## config.mk

```make
export PLATFORM = sky130hd
export DESIGN_NAME = fetch_pc_ctrl
export DESIGN_NICKNAME = d
export VERILOG_FILES = /design/src/rtl/fetch_pc_ctrl.sv
export SDC_FILE = /design/constraint.sdc
export NUM_CORES = 1
export LEC_CHECK = 0
export ABC_AREA = 1
export CORE_AREA = 4 4 150 152
export DETAILED_ROUTE_END_ITERATION = 16
export DIE_AREA = 0 0 154 156
export GPL_TIMING_DRIVEN = 0
export PLACE_DENSITY = 0.61
export SETUP_SLACK_MARGIN = 0.15
export SYNTH_ARGS = -nofsm -noshare
export SYNTH_HDL_FRONTEND = slang
export SYNTH_SLANG_ARGS = --single-unit
```

## constraint.sdc

```tcl
create_clock -name clk -period 2.89 [get_ports clk]
set_input_delay 0.289 -clock clk [delete_from_list [all_inputs] [get_ports clk]]
set_output_delay 0.289 -clock clk [all_outputs]
set_load 0.02 [all_outputs]
```

## src/rtl/fetch_pc_ctrl.sv

```systemverilog
// Fetch-stage PC sequencing and IF/ID pipeline register with static beq redirect and flush recovery.
// Optional branch statistics counters are built when FETCH_BR_STATS_EN is defined.
module fetch_pc_ctrl (
  input  logic        clk,
  input  logic        rst,
  input  logic [31:0] instr_IF,
  input  logic        br_prediction,
  input  logic        flush,
  input  logic        branch_hazard_stall,
  input  logic        load_use_stall,
  output logic [31:0] pc_IF,
  output logic [4:0]  branch_addr_lw_5b,
  output logic [31:0] IFID_instr,
  output logic [31:0] IFID_pc_plus4,
  output logic        IFID_valid,
  output logic [5:0]  opcode_IF
`ifdef FETCH_BR_STATS_EN
  ,
  output logic [15:0] stat_br_taken_pred,
  output logic [15:0] stat_br_flush
`endif
);

  localparam logic [5:0] OP_BEQ = 6'b000100;

  logic [31:0] pc_r, ifid_instr_r, ifid_pc_plus4_r, ifid_alt_pc_r;
  logic        ifid_valid_r;
  logic [31:0] pc_d_s, ifid_instr_d_s, ifid_pc_plus4_d_s, ifid_alt_pc_d_s;
  logic        ifid_valid_d_s;
  logic        is_beq_s, taken_s, stall_s;
  logic [31:0] pc_plus4_s, target_s, alt_pc_s;

  assign is_beq_s   = (instr_IF[31:26] == OP_BEQ);
  assign taken_s    = is_beq_s & br_prediction;
  assign stall_s    = branch_hazard_stall | load_use_stall;
  assign pc_plus4_s = pc_r + 32'd4;
  assign target_s   = pc_plus4_s + {{14{instr_IF[15]}}, instr_IF[15:0], 2'b00};
  // Recovery address for ID: the path the prediction did not take.
  assign alt_pc_s   = (is_beq_s && !br_prediction) ? target_s : pc_plus4_s;

  // Next-state selection: flush, then stall, then predicted redirect, then sequential.
  always_comb begin
    pc_d_s            = pc_r;
    ifid_instr_d_s    = ifid_instr_r;
    ifid_pc_plus4_d_s = ifid_pc_plus4_r;
    ifid_alt_pc_d_s   = ifid_alt_pc_r;
    ifid_valid_d_s    = ifid_valid_r;
    if (flush) begin
      // Bubble behaves like a nop at address 0, so a repeated flush lands on 4.
      pc_d_s            = ifid_alt_pc_r;
      ifid_instr_d_s    = 32'd0;
      ifid_pc_plus4_d_s = 32'd4;
      ifid_alt_pc_d_s   = 32'd4;
      ifid_valid_d_s    = 1'b0;
    end else if (stall_s) begin
      pc_d_s = pc_r;
    end else begin
      pc_d_s            = taken_s ? target_s : pc_plus4_s;
      ifid_instr_d_s    = instr_IF;
      ifid_pc_plus4_d_s = pc_plus4_s;
      ifid_alt_pc_d_s   = alt_pc_s;
      ifid_valid_d_s    = 1'b1;
    end
  end

  // PC and IF/ID register update.
  always_ff @(posedge clk) begin
    if (rst) begin
      pc_r            <= 32'd0;
      ifid_instr_r    <= 32'd0;
      ifid_pc_plus4_r <= 32'd0;
      ifid_alt_pc_r   <= 32'd0;
      ifid_valid_r    <= 1'b0;
    end else begin
      pc_r            <= pc_d_s;
      ifid_instr_r    <= ifid_instr_d_s;
      ifid_pc_plus4_r <= ifid_pc_plus4_d_s;
      ifid_alt_pc_r   <= ifid_alt_pc_d_s;
      ifid_valid_r    <= ifid_valid_d_s;
    end
  end

  assign pc_IF             = pc_r;
  assign branch_addr_lw_5b = pc_r[6:2];
  assign IFID_instr        = ifid_instr_r;
  assign IFID_pc_plus4     = ifid_pc_plus4_r;
  assign IFID_valid        = ifid_valid_r;
  assign opcode_IF         = instr_IF[31:26];

`ifdef FETCH_BR_STATS_EN
  logic [15:0] stat_taken_r, stat_flush_r;

  // Saturating statistics counters; a taken prediction counts only when it actually redirects.
  always_ff @(posedge clk) begin
    if (rst) begin
      stat_taken_r <= 16'd0;
      stat_flush_r <= 16'd0;
    end else begin
      if (taken_s && !stall_s && !flush && (stat_taken_r != 16'hFFFF)) begin
        stat_taken_r <= stat_taken_r + 16'd1;
      end else begin
        stat_taken_r <= stat_taken_r;
      end
      if (flush && (stat_flush_r != 16'hFFFF)) begin
        stat_flush_r <= stat_flush_r + 16'd1;
      end else begin
        stat_flush_r <= stat_flush_r;
      end
    end
  end

  assign stat_br_taken_pred = stat_taken_r;
  assign stat_br_flush      = stat_flush_r;
`endif

endmodule
```

==> results.py <==
metrics = {
    "die": {
        "io_pins": 146,
        "row_count": 53,
        "die_y_um": 156,
        "die_x_um": 154,
        "core_sq_um": 21000,
        "start_util_pct": 39.7,
        "design.die.area_sq_um": 24000,
    },
    "critical_path": {
        "cp_cell_sequence": "ha_4 > inv_4 > nor2_4 > inv_2 > nor2_4 > xor2_4 > ha_4 > nand2_2 > nand2_2 > a21oi_2 > inv_1 > nand2_1 > nand3b_1 > buf_4 > xnor2_4 > nand2_1 > a21oi_1 > nor2_1",
        "slowest_delay_ns": 0.40,
        "worstPathRequired_ns": 3.17,
        "critPathLaunchType": "register",
        "crit_path_top_delay_cell": "dfxtp_4",
        "arrival_ns": 3.25,
        "crit_fanout": 5,
        "endpoint_kind": "register",
        "path_class": "register to register",
    },
    "yosys": {
        "ys_types": 43,
        "syn_area_per_cell_sq_um": 6.32,
        "synth_seq_cells": 127,
        "ys_warn_count": 0,
        "ys_seq_area_share_pct": 30.5,
        "synth_top_area_share_pct": 30.5,
        "yosys_most_used_dff": "dfxtp_1",
        "synth_area_leaders": "dfxtp_1 (30%), nand2_1 (15%), inv_1 (7.9%)",
        "netlist_instances": 1321,
        "yosys.area.top_type": "dfxtp_1",
        "yosysMostFrequentCell": "nand2_1",
        "syn_area_sq_um": 8350,
        "ys_async_sr_fraction_pct": 0,
        "syn_nets": 1396,
        "synth_common_cells": "nand2_1 (327), inv_1 (175), nor2_1 (154)",
        "synth-edff-count": 0,
    },
    "sta": {
        "slew_headroom_pct": 31.5,
        "rsz0062_at_grt": "true",
        "layout_setup_ws_ns": -0.0812,
        "timing.hold.ws_ns": 0.269,
        "finalMaxSlewViolations": 0,
        "setup_violations": 6,
        "worst_slew_pin_slew_ns": 1.03,
        "fin_skew_ns": 0.00920,
        "post-route-period-util_pct": 103,
        "clock.fmax_ghz": 0.337,
        "post-route-min-period_ns": 2.97,
        "hold_viol": 0,
    },
    "cts": {
        "cts-buffers-inserted": 17,
        "clk_transition_reported_paths_ns": 0.06,
        "cts_sinks": 127,
        "cts_root_buf": "clkbuf_16",
        "clkLatencyLatePin_ns": 0.44,
        "cts_max_path_buffers": 2,
        "htree_levels": 4,
        "cts_tree": "built",
    },
    "route": {
        "post_drt_via_cell_ratio": 5.46,
        "top_layer": "met4",
        "wl_um": 37200,
        "drt_iter0_drc": 874,
        "m1WireLength_um": 13900,
        "wl_met2_um": 17300,
        "firstDrtPassIters": 6,
        "dr_total_vias": 10294,
        "drc": 0,
        "wl_met3_um": 3170,
        "routedWlPerCell_um": 19.8,
        "antenna_left": 0,
    },
    "grt": {
        "grt_usage_pct": 28.7,
        "grt_max_degree": 23,
        "grt_pass1_wl_um": 53700,
        "antenna_found_initial": 0,
        "overflow": 0,
        "grt_pass1_vias": 9882,
    },
    "placement": {
        "dp.cells": 1739,
        "dp_hpwl_um": 24500,
        "globalplace.congestion": 0.938,
        "place_area_sq_um": 10100,
        "port_buffers": 143,
        "pre_cts_slack_ns": -0.880,
    },
    "finish": {
        "fill_cells": 1699,
        "drive_gt1_share_pct": 35.7,
        "nets": 1671,
        "multi_input_area_sq_um": 6870,
        "diodes": 0,
        "area_growth_pct": 65.5,
        "finalInstanceArea_sq_um": 13800,
        "seq_area_sq_um": 2620,
        "fin_cells": 1884,
    },
    "job": {
        "maxCapViolCount": 0,
    },
    "hold_path": {
        "hp-class": "primary input to register",
    },
    "pwr": {
        "total_power_mw": 4.94,
        "vdd_drop_max_uv": 425,
        "power_density_nw_per_um2": 357,
        "leakage_nw": 5.94,
    },
    "run_status": {
        "status": "finished, violations left",
        "violations": "negative setup slack",
    },
}
-- stage by stage --
step	setup TNS, ns	utilization (%)
finish	-0.210	65.7
global route	-2.54	65.7
CTS	0	59.8
detailed placement	-25.40	48.2
global placement	-24.37	48.2
floorplan	0	-
-- timing repair --
| item | in CTS | in global routing |
|---|---|---|
| hold buffers | 0 | 0 |
| setup endpoints to repair | 50 | 46 |
| cloned | 0 | 0 |
| pin swaps | 94 | 156 |
| resized for setup | 283 | 233 |
| buffers inserted | 74 | 39 |
-- final cells by class --
| class | instances | area share (%) |
|---|---|---|
| Buffer | 67 | 2.37 |
| Clock buffer | 20 | 3.31 |
| Clock inverter | 12 | 1.32 |
| Inverter | 179 | 5.06 |
| Multi-Input combinational cell | 948 | 49.8 |
| Sequential cell | 127 | 18.9 |
| Tap cell | 275 | 2.49 |
| Timing Repair Buffer | 256 | 16.7 |
-- worst paths after layout --
path                                   from                             end  slack (ns)  depth (start not counted)
max                   pc_IF[2]$_SDFFE_PP0N_          pc_IF[13]$_SDFFE_PP0N_       -0.08                         18
min                                     rst           pc_IF[4]$_SDFFE_PP0N_        0.27                          2
max reg2reg           pc_IF[2]$_SDFFE_PP0N_          pc_IF[13]$_SDFFE_PP0N_       -0.08                         18
min reg2reg  ifid_alt_pc_r[17]$_SDFFE_PP0P_  ifid_alt_pc_r[17]$_SDFFE_PP0P_        0.47                          2
-- per-layer routing --
metal  GRT usage, %  vias to the layer above
met4           19.8                        0
met1           33.6                     4804
met5              0                        -
met3           6.38                      169
li1               -                     4781
met2           47.0                      540
-- cell families after synthesis --
family | after synthesis | share of synthesized area [%]
flip-flops | 127 | 30.5
buffers and inverters | 246 | 12.0
AND/OR/NAND/NOR | 613 | 31.1
AO/OA/AOI/OAI | 269 | 17.8
XOR/XNOR | 29 | 3.04
adder cells (fa/ha/maj) | 37 | 5.64
-- where the power goes --
part | internal [mW] | switching (mW) | leakage (nW) | total [mW]
logic | 0.294 | 0.450 | 4.59 | 0.744
clock network | 1.49 | 0.901 | 0.303 | 2.40
registers | 1.77 | 0.0233 | 1.05 | 1.80
-- worst max-delay path, delay by kind of cell, from the launching register on --
family / cells / cell delay, ns
AND/OR/NAND/NOR: 8 / 0.91
XOR/XNOR: 2 / 0.46
adder cells (fa/ha/maj): 2 / 0.43
flip-flops: 1 / 0.40
buffers and inverters: 4 / 0.40
AO/OA/AOI/OAI: 2 / 0.25
-- sequential cells by signal, summed over array words and instances, names as in the netlist --
signal and count:
ifid_alt_pc_r 30, IFID_valid 1, IFID_pc_plus4 32, pc_IF 32, IFID_instr 32
-- cell usage in the layout, fill, tap and decap left out, types with 13 or more instances in the layout --
master	n
nand2_4	31
dfxtp_4	18
xor2_4	13
nand3_1	38
inv_2	33
nand2_2	90
nand3_2	35
a21oi_2	35
dfxtp_1	104
o211ai_1	25
nand2_1	211
buf_4	121
clkbuf_1	38
inv_1	137
nor2_2	15
clkdlybuf4s50_1	142
o21ai_0	87
clkbuf_16	17
ha_4	30
nor2_1	118
nor2_4	30
a21oi_1	76
Note: power is estimated with default switching activity, not from simulation.
